File: config.mk
export PLATFORM = sky130hd
export DESIGN_NAME = vga_timing_gen
export DESIGN_NICKNAME = d
export VERILOG_FILES = /design/src/rtl/vga_timing_gen.sv
export SDC_FILE = /design/constraint.sdc
export NUM_CORES = 1
export LEC_CHECK = 0
export ABC_AREA = 1
export CAP_MARGIN = 5
export CORE_MARGIN = 1
export CORE_UTILIZATION = 52
export DETAILED_ROUTE_END_ITERATION = 8
export PLACE_DENSITY = 0.8
export SLEW_MARGIN = 20
export SYNTH_ARGS = -nofsm -noshare
export SYNTH_HDL_FRONTEND = slang
export SYNTH_SLANG_ARGS = --single-unit
File: constraint.sdc
create_clock -name Clk -period 2.2 [get_ports Clk]
set_input_delay 0.66 -clock Clk [delete_from_list [all_inputs] [get_ports Clk]]
set_output_delay 0.66 -clock Clk [all_outputs]
set_load 0.05 [all_outputs]
File: src/rtl/vga_timing_gen.sv
// vga_timing_gen
// 640x480@60 Hz VGA raster timing generator running from the 50 MHz system
// clock. A divide-by-two pixel enable drives the horizontal/vertical
// counters. The syncs and blank are decoded from the next-state counters and
// registered, so they change on the same edge as DrawX/DrawY. line_end and
// frame_start strobes are provided for per-line and per-frame game logic.
//
// Optional build macro: VGA_TIMING_PIPE_EN
//   When defined, VGA_HS, VGA_VS and VGA_BLANK_N pass through one extra
//   pixel-enabled register stage. They then lag DrawX/DrawY by one pixel,
//   which lines them up with a registered colour-mapper output.
module vga_timing_gen #(
  parameter int unsigned H_VISIBLE = 640,
  parameter int unsigned H_FRONT   = 16,
  parameter int unsigned H_SYNC    = 96,
  parameter int unsigned H_BACK    = 48,
  parameter int unsigned V_VISIBLE = 480,
  parameter int unsigned V_FRONT   = 10,
  parameter int unsigned V_SYNC    = 2,
  parameter int unsigned V_BACK    = 33
) (
  input  logic       Clk,
  input  logic       Reset,
  output logic       VGA_CLK,
  output logic       pix_en,
  output logic [9:0] DrawX,
  output logic [9:0] DrawY,
  output logic       VGA_HS,
  output logic       VGA_VS,
  output logic       VGA_BLANK_N,
  output logic       VGA_SYNC_N,
  output logic       line_end,
  output logic       frame_start
);

  localparam int unsigned H_TOTAL = H_VISIBLE + H_FRONT + H_SYNC + H_BACK;
  localparam int unsigned V_TOTAL = V_VISIBLE + V_FRONT + V_SYNC + V_BACK;

  localparam logic [9:0] H_LAST   = 10'(H_TOTAL - 1);
  localparam logic [9:0] V_LAST   = 10'(V_TOTAL - 1);
  localparam logic [9:0] H_VIS    = 10'(H_VISIBLE);
  localparam logic [9:0] V_VIS    = 10'(V_VISIBLE);
  localparam logic [9:0] HS_START = 10'(H_VISIBLE + H_FRONT);
  localparam logic [9:0] HS_END   = 10'(H_VISIBLE + H_FRONT + H_SYNC);
  localparam logic [9:0] VS_START = 10'(V_VISIBLE + V_FRONT);
  localparam logic [9:0] VS_END   = 10'(V_VISIBLE + V_FRONT + V_SYNC);

  // Current state
  logic       pix_en_q;
  logic [9:0] hc;
  logic [9:0] vc;
  logic       hs_r;
  logic       vs_r;
  logic       blank_n_r;
  logic       line_end_r;
  logic       frame_start_r;

  // Next state
  logic       pix_en_d;
  logic [9:0] hc_d;
  logic [9:0] vc_d;
  logic       hs_d;
  logic       vs_d;
  logic       blank_n_d;
  logic       line_end_d;
  logic       frame_start_d;

  // Pixel enable toggles each clock; counters advance only when it is high.
  always_comb begin
    // NOTE: every signal gets a default before the branches, so no path
    // leaves a value unassigned and no latch is inferred.
    pix_en_d = ~pix_en_q;
    hc_d     = hc;
    vc_d     = vc;
    if (pix_en_q) begin
      if (hc == H_LAST) begin
        hc_d = '0;
        vc_d = (vc == V_LAST) ? '0 : vc + 10'd1;
      end else begin
        hc_d = hc + 10'd1;
      end
    end
  end

  // Decode syncs, blank and strobes from the next-state counters so the
  // registered versions line up with the registered DrawX/DrawY.
  always_comb begin
    hs_d          = ~((hc_d >= HS_START) && (hc_d < HS_END));
    vs_d          = ~((vc_d >= VS_START) && (vc_d < VS_END));
    blank_n_d     = (hc_d < H_VIS) && (vc_d < V_VIS);
    line_end_d    = pix_en_d && (hc_d == H_LAST);
    frame_start_d = line_end_d && (vc_d == V_LAST);
  end

  // State register with asynchronous reset back to the top-left idle state.
  always_ff @(posedge Clk or posedge Reset) begin
    if (Reset) begin
      pix_en_q      <= 1'b0;
      hc            <= '0;
      vc            <= '0;
      hs_r          <= 1'b1;
      vs_r          <= 1'b1;
      blank_n_r     <= 1'b0;
      line_end_r    <= 1'b0;
      frame_start_r <= 1'b0;
    end else begin
      // NOTE: non-blocking assignments so every register samples the values
      // from before this edge, independent of statement order.
      pix_en_q      <= pix_en_d;
      hc            <= hc_d;
      vc            <= vc_d;
      hs_r          <= hs_d;
      vs_r          <= vs_d;
      blank_n_r     <= blank_n_d;
      line_end_r    <= line_end_d;
      frame_start_r <= frame_start_d;
    end
  end

`ifdef VGA_TIMING_PIPE_EN
  logic hs_p;
  logic vs_p;
  logic blank_n_p;

  // Extra pixel-enabled stage: syncs and blank trail DrawX/DrawY by one pixel.
  always_ff @(posedge Clk or posedge Reset) begin
    if (Reset) begin
      hs_p      <= 1'b1;
      vs_p      <= 1'b1;
      blank_n_p <= 1'b0;
    end else if (pix_en_q) begin
      hs_p      <= hs_r;
      vs_p      <= vs_r;
      blank_n_p <= blank_n_r;
    end
  end

  assign VGA_HS      = hs_p;
  assign VGA_VS      = vs_p;
  assign VGA_BLANK_N = blank_n_p;
`else
  assign VGA_HS      = hs_r;
  assign VGA_VS      = vs_r;
  assign VGA_BLANK_N = blank_n_r;
`endif

  assign VGA_CLK     = pix_en_q;
  assign pix_en      = pix_en_q;
  assign DrawX       = hc;
  assign DrawY       = vc;
  assign VGA_SYNC_N  = 1'b0;
  assign line_end    = line_end_r;
  assign frame_start = frame_start_r;

endmodule

# Word-level counts from Yosys, hierarchy flattened
# Index checks and enable logic that the tools add are counted.
dict set report classes {
  add_sub_neg 2
  magnitude_cmp 6
  eq_ne 4
  n_mux 5
  n_bitwise 3
  n_reduce_logical 5
}
# cell n
set op_table {}
lappend op_table {{$mux W10} 5}
lappend op_table {{$eq A10 B10 Y1 const B} 4}
lappend op_table {{$add A10 B1 Y10 const B} 2}
lappend op_table {{$lt A10 B10 Y1 const B} 2}
lappend op_table {{$lt A10 B9 Y1 const B} 2}
lappend op_table {{$ge A10 B10 Y1 const B} 1}
lappend op_table {{$ge A10 B9 Y1 const B} 1}
lappend op_table {{$logic_and A1 B1 Y1} 5}
lappend op_table {{$not A1 Y1} 3}
dict set report totals {
  ff_bits 26
  inputBits 2
  output_inout_bits 28
  wordCells 33
}

# Longest topological paths before layout
# Gate-level depths: netlist (run 1).
dict set report logic_depth {
  word_depth 7
  depth_mapped 13
  ltp_nobuf 13
}

# Least setup slack after synthesis (run 1)
# Ideal clock, no wire load.
dict set report synth_path {
  path_kind {reg2reg}
  start {register hc[0] (netlist: DrawX[0])}
  end {register vs_r (netlist: VGA_VS)}
  setup_time_ns 0.077
  arrival_ns 1.995
  required_time_ns 2.123
  slack_ns 0.128
  stages_incl_launch_ff 12
  n_path_buf 1
  period_less_slack_ns 2.072
  cell_sequence {dfrtp_1 ha_1 nand2_1 nor2_4 nand4_2 buf_6 nor2_8 nand3_1 nand3_2 o21ai_0 nor2_1 nand2_1}
}
dict set report synth_via {
  elab_chain_cells 6
  word_cells_on_any_way 7
  cone_classes {order compare: 2; eq/ne: 1; mux: 2; bitwise: 1; reduce/logical: 1}
}
# element line_no
set synth_rtl {}
lappend synth_rtl {{from (decl)} 50} ;# logic [9:0] hc;
lappend synth_rtl {{from (signal assigned)} 99} ;# hc <= '0;
lappend synth_rtl {{from (signal assigned)} 110} ;# hc <= hc_d;
lappend synth_rtl {{$eq A10 B10 Y1 *} 76} ;# if (hc == H_LAST) begin
lappend synth_rtl {{$mux W10 *} 76}
lappend synth_rtl {{$mux W10 *} 75} ;# if (pix_en_q) begin
lappend synth_rtl {{$ge A10 B9 Y1 / $lt A10 B9 Y1 (equally long branches)} 89} ;# vs_d = ~((vc_d >= VS_START) && (vc_d < VS_END));
lappend synth_rtl {{$logic_and A1 B1 Y1 *} 89}
lappend synth_rtl {{$not A1 Y1 *} 89}
lappend synth_rtl {{named net vs_d} 63} ;# logic vs_d;
lappend synth_rtl {{to (signal assigned)} 113} ;# vs_r <= vs_d;
lappend synth_rtl {{to (decl)} 53} ;# logic vs_r;
# The timed path passes the listed nets; every way through them passes the cells marked *.

# Worst setup path in the final report (run 1)
dict set report layout_path {
  start {register blank_n_r (netlist: VGA_BLANK_N)}
  end {output port VGA_BLANK_N}
}
# element line_no
set layout_rtl {}
lappend layout_rtl {{from (decl)} 54} ;# logic blank_n_r;
lappend layout_rtl {{from (signal assigned)} 114} ;# blank_n_r <= blank_n_d;
lappend layout_rtl {{to (decl)} 30} ;# output logic VGA_BLANK_N,
# No word-level cell between the ends.

==> results.md, run 1 <==
- Status: complete, but fails checks
- Violated checks: design-rule violations
- Router iterations before antenna repair: 6
- Fin Setup TNS: 0 ns
- Synth top area cells: dfrtp_1, nand2_1, inv_1
- CTS Sinks: 26
- GP Congestion: between 0.9 and 1
- Hold-fix buffers, CTS: 0
- Commonest cells in the netlist: nand2_1, inv_1, dfrtp_1
- Reg2reg end: frame_start
- FF-to-FF Start: DrawX[1]
- R2r setup slk: roughly 0.30 ns
- Clock power frac: 0.401
- CP peak stage delay: 0.79 ns
- Post-synthesis mux area share: 0
- CTS tree: done
- DR vias/cell: roughly 5.0
- Pleak: 1.11 nW
- Worst slew pin tran: ~0.50 ns
- Number of global-route vias before repair: 1,368
- Hold WC Path Type: flip-flop to flip-flop
- Mapped Avg Cell Area: between 7 and 8 µm²
- Starting Density: 0.566
- Flops & latches, synth: 26
- Detailed Place HPWL: ~2600 µm
- IO Port Bufs: 28
- Inserted Diodes: 0
- Top-area cell type share of the netlist area: 0.372
- DP Cell Count: approximately 280
- Core area: 2850 µm²
- Min-delay src: DrawX[1]
- Worst Skew: 0.00277 ns
- Switching power total: between 0.15 and 0.2 mW
- Syn Std Cell Area: approximately 1600 µm²
- Critical Path Slowest Stage Cell: clkdlybuf4s50_1
- CP max FO: 1
- Slew margin rel.: 0.664
- Total GRT Usage: 0.234
- Area of the multi-input gates: around 770 µm²
- Fmax: roughly 0.47 GHz
- Internal power: ~0.67 mW
- Syn Inst Count: approximately 220
- Clock buffer depth: 2
- Io pins: 30
- Cell breakdown of the critical path: clkdlybuf4s50_1
- # rows: 19
- Root Buffer: clkbuf_4
- H-tree depth: 1
- Die X: a little under 60 µm
- Die area: 3330 µm²
- Critical path arrival: roughly 1.5 ns
- CP bufs+invs: 1
- Min Tclk post-route: 2.13 ns
- Max-Cap Viols: 0
- Top-count cell post-synth: nand2_1
- # setup viols final: 0
- Largest delay contributor family on the critical path: buffers and inverters
- Clk pin slew, worst setup/hold paths: between 0.1 and 0.15 ns
- Sw frac: 0.193
- Sequential Power Share: 0.580
- DRT antenna net count: 0
- CP Data Required Time: 1.54 ns
- Number of CTS-inserted buffers: 3
- Seq/Total Area, Yosys: 0.405
- Fraction of the mapped netlist area in simple logic gates: 0.393
- Crit path kind: flip-flop to output port
- Synth Area in XOR/XNOR: 0.0209
- Largest net degree at the start of global routing: 27
- Pins Over Slew Limit: 0
- Fill cells: 251
- Fin cells: around 290
- Routed WL: ~3300 µm
- Post-synth top flop: dfrtp_1
- First-pass GRT wire length: between 5000 and 6000 µm
- Period utilization: 0.967
- Power Density: ~430 nW/µm²
- Adder-cell share of the synthesized area: 0.0233
- CP startpoint kind: flip-flop
- Area leader, netlist: dfrtp_1
- CP Capture Type: output port
- Peak VDD IR: ~0.00033 V
- Post-layout util: 0.674
- DRC viols: 2
- Initial antenna violation count: 0
- FFs w/ async S/R, synth: 1.00
- Worst reg-to-reg path cell count: 10
- Layout cells sized above 1: 0.192
- FF+latch area: 653 µm²
- Unrepaired setup endpoints after global routing: false
- Syn_nets: approximately 230
- Largest family of logic cells by synthesized area: simple AND/OR/NAND/NOR gates
- Complex-gate fraction of the synthesized area: 0.0349
- Synth unique cells: 30
- Post-CTS Setup Bufs: 0
- Min-Delay Path Depth: 2
- Comb pwr share: 0.019
- Initial DRC count: 65
- Ys Warns: 0
- Die height: around 58 µm
- Detailed-route via count: about 1,400
- Total global routing overflow: 0
- Clk_lat worst skew: between 0.3 and 0.4 ns
- Final net count: approximately 260
- Hold endpoint: DrawX[1]
- Routed len/inst: 11.7 µm
- Number of flops mapped to enable cells by yosys: 0
- Final hold violations: 0
- P&R area growth vs syn: 19.1%
[state kept, by name (all words and copies together) (netlist names)]
register / cells
line_end: 1
VGA_CLK: 1
DrawY: 10
VGA_HS: 1
DrawX: 10
VGA_VS: 1
frame_start: 1
VGA_BLANK_N: 1
[power by group through the flow]
stage               registers, mW  clock network [mW]  logic (mW)
global route                0.478               0.358      0.0185
global placement            0.487                   0      0.0165
detailed placement          0.487                   0      0.0166
floorplan                   0.487                   0      0.0122
finish                      0.478               0.330      0.0157
CTS                         0.478               0.337      0.0164
[through the flow]
step / setup slack [ns] / total power, mW / hold WS (ns) / cell area [µm²]
global route: 0.00740 / 0.854 / 0.663 / 1920
global placement: 0.318 / 0.503 / 0.554 / 1870
finish: 0.0731 / 0.824 / 0.605 / 1920
floorplan: 0.128 / 0.499 / 0.699 / 1610
CTS: 0.00562 / 0.832 / 0.605 / 1920
detailed placement: 0.331 / 0.504 / 0.572 / 1870
[layout by cell type, fill, tap and decap left out, drive strengths merged, types with 2 or more instances in the layout]
cell	n
buf	24
dfstp	2
clkbuf	3
ha	3
xor2	3
nand2	69
o21bai	2
inv	42
dlygate4sd2	2
o21ai	6
dfrtp	24
nand4	6
nand3b	2
nand3	23
nor2	31
nor3	3
clkdlybuf4s50	4
[layer usage]
| layer | GRT usage | vias up | part of all wire |
|---|---|---|---|
| li1 | - | 746 | - |
| met1 | 0.296 | 655 | 0.44 |
| met2 | 0.404 | 36 | 0.50 |
| met3 | 0.0268 | 7 | 0.041 |
| met4 | 0.109 | 0 | 0.021 |
| met5 | 0 | - | 0 |
[layout make-up]
cell class,instances,share of cell area
flip-flops and latches,26,0.340
repair buffers,31,0.130
well taps,31,0.0202
inverters,43,0.0840
clock inverters,1,0.0156
multi-input cells,151,0.398
clock buffers,3,0.0117
[repair_timing]
item,4_1_cts,5_1_grt
setup endpoints to repair,2,1
resized for setup,2,1
pin swaps,0,0
[worst max-delay path by stage]
| stage | start | to | slack, ns | cells after the start |
|---|---|---|---|---|
| 2_1_floorplan | DrawX[0] | VGA_VS | 0.13 | 11 |
| 3_3_place_gp | DrawX[1] | frame_start | 0.32 | 10 |
| 3_5_place_dp | DrawX[1] | frame_start | 0.33 | 10 |
| 4_1_cts | DrawX[6] | DrawX[6] | 0.006 | 1 |
| 5_1_grt | line_end | line_end | 0.007 | 1 |
| 6_report | VGA_BLANK_N | VGA_BLANK_N | 0.07 | 1 |
[logic make-up (layout without fill, tap and decap cells)]
kind of cell	count (synthesis)	in the layout
XOR/XNOR	3	3
buffers and inverters	47	78
adder cells (fa/ha/maj)	3	3
AND/OR/NAND/NOR	135	135
other	1	1
flip-flops	26	26
AO/OA/AOI/OAI	9	9
Power figures use the tool's default switching activity.
==> inputs of run 2 (changes only) <==
--- a/config.mk
+++ b/config.mk
@@ -8,9 +8,9 @@
 export ABC_AREA = 1
 export CAP_MARGIN = 5
 export CORE_MARGIN = 1
-export CORE_UTILIZATION = 52
+export CORE_UTILIZATION = 30
 export DETAILED_ROUTE_END_ITERATION = 8
-export PLACE_DENSITY = 0.8
+export PLACE_DENSITY = 0.63
 export SLEW_MARGIN = 20
 export SYNTH_ARGS = -nofsm -noshare
 export SYNTH_HDL_FRONTEND = slang
==> run 2 against run 1 <==
Effect of this change:
- the run now ends clean
- wire length rose by 5.4%
- clock skew fell by 0.00090 ns
- sequential power barely moved
- clock power rose by 20%
- via count rose by 0.76%
- count of clock-buffer cells in the layout did not move
==> results.md, run 2 (synthesized netlist as in run 1, its figures left out) <==
- First-pass GRT wire length: just over 6000 µm
- Routed wl met2: 1610 µm
- Most common cell after layout, fill and taps aside: nand2_1
- Clock power frac: 0.445
- Worst slew pin tran: approximately 0.50 ns
- Number of CTS-inserted buffers: 3
- DR vias/cell: about 4.5
- CP peak stage delay: 0.81 ns
- CP Data Required Time: ~1.5 ns
- Switching power total: 0.165 mW
- Fill cells: about 550
- Die height: 75.4 µm
- Internal power: just over 0.7 mW
- Final hold violations: 0
- Detailed Place HPWL: between 2000 and 3000 µm
- Critical Path Slowest Stage Cell: clkdlybuf4s50_1
- # setup viols final: 0
- Initial DRC count: 82
- Largest net degree at the start of global routing: 27
- CTS resizes: 0
- Initial antenna violation count: 0
- Worst Skew: between 0.0015 and 0.002 ns
- Clk pin slew, worst setup/hold paths: 0.09 ns
- Critical path arrival: 1.46 ns
- Comb pwr share: 0.018
- Core area: ~5000 µm²
- GP Congestion: between 0.8 and 0.9
- Most frequent cells in the layout: nand2_1, inv_1, dfrtp_1, buf_4, nor2_1
- Die area: between 5000 and 6000 µm²
- FF+latch area: between 600 and 700 µm²
- DRC viols: 0
- Top sig layer: met4
- CP Capture Type: output port
- Hold WC Path Type: flip-flop to flip-flop
- Layout cells sized above 1: 0.192
- Detailed-route via count: about 1,500
- Clock buffer depth: 2
- Largest delay contributor family on the critical path: buffers and inverters
- Total GRT Usage: 0.141
- Starting Density: 0.314
- Pleak: 1.11 nW
- Peak VDD IR: between 0.0002 and 0.00025 V
- Slew margin rel.: 0.663
- Max-Cap Viols: 0
- Number of global-route vias before repair: 1,370
- CTS tree: done
- Unrepaired setup endpoints after global routing: false
- Fin Setup TNS: 0 ns
- Hold-fix buffers, CTS: 0
- CP max FO: 3
- H-tree depth: 1
- Fmax: approximately 0.47 GHz
- Io pins: 30
- Total global routing overflow: 0
- Worst Slack Setup Final: approximately 0.078 ns
- Period utilization: 0.965
- Routed WL: between 3000 and 4000 µm
- Worst hold margin: around 0.61 ns
- P&R area growth vs syn: 23.6%
- CTS Sinks: 26
- Status: finished, final reports clean
- Clk_lat worst skew: 0.27 ns
- Area of the multi-input gates: about 770 µm²
- DR WL met3: 161 µm
- Post-CTS Setup Bufs: 0
- Routed met1 length: roughly 1700 µm
- CP startpoint kind: flip-flop
- CP bufs+invs: 1
- Root Buffer: clkbuf_8
- Pre-CTS setup slack: 0.343 ns
- DRT antenna net count: 0
- # rows: 26
- Routed len/inst: about 11 µm
- Crit path kind: flip-flop to output port
- IO Port Bufs: 28
- Sequential Power Share: 0.537
- Sw frac: 0.186
- Cell breakdown of the critical path: clkdlybuf4s50_1
- Min Tclk post-route: roughly 2.1 ns
- Router iterations before antenna repair: 4
- Die X: ~75 µm
- Power Density: 446 nW/µm²
- Inserted Diodes: 0
- Final net count: between 200 and 300
- Pins Over Slew Limit: 0
==> run 2: layout make-up <==
type	count	share of cell area
Clock inverter	1	0.0151
Sequential cell	26	0.327
Timing Repair Buffer	31	0.128
Inverter	43	0.0809
Tap cell	70	0.0439
Multi-Input combinational cell	151	0.384
Clock buffer	3	0.0207
==> run 2: final timing paths <==
check                              endpoint      from  slack (ns)  cells after the start
worst max-delay path               DrawX[6]  DrawX[6]        0.08                      1
worst min-delay path               DrawX[1]  DrawX[1]        0.61                      2
worst max register to register  frame_start  DrawX[1]        0.32                     10
worst min register to register     DrawX[1]  DrawX[1]        0.61                      2
max in group asynchronous            VGA_VS     Reset        1.17                      3
min in group asynchronous          DrawX[6]     Reset        0.74                      3
==> run 2: power groups by stage <==
stage / Sequential, mW / Combinational, mW / Clock, mW
final: 0.478 / 0.0158 / 0.396
after global placement: 0.487 / 0.0171 / 0
after CTS: 0.478 / 0.0172 / 0.409
after global routing: 0.478 / 0.0190 / 0.429
after floorplan: 0.487 / 0.0122 / 0
after detailed placement: 0.487 / 0.0172 / 0
==> run 2: through the flow <==
stage | util | cells | total power [mW] | cell area (µm²)
finish | 0.388 | 325 | 0.889 | 1990
floorplan | - | 224 | 0.499 | 1610
global placement | 0.373 | 321 | 0.504 | 1920
detailed placement | 0.373 | 321 | 0.504 | 1920
CTS | 0.387 | 325 | 0.904 | 1990
global route | 0.388 | 325 | 0.926 | 1990
==> run 2: layer usage <==
layer | vias to the layer above | GRT usage
li1 | 738 | -
met1 | 671 | 0.188
met2 | 40 | 0.227
met3 | 6 | 0.0238
met4 | 0 | 0.0576
met5 | - | 0
==> run 2: worst min-delay path: cells and delay by family, from the launching register on <==
kind	cells	cell delay, ns
flops	1	0.40
simple gates	1	0.06
compound gates	1	0.10
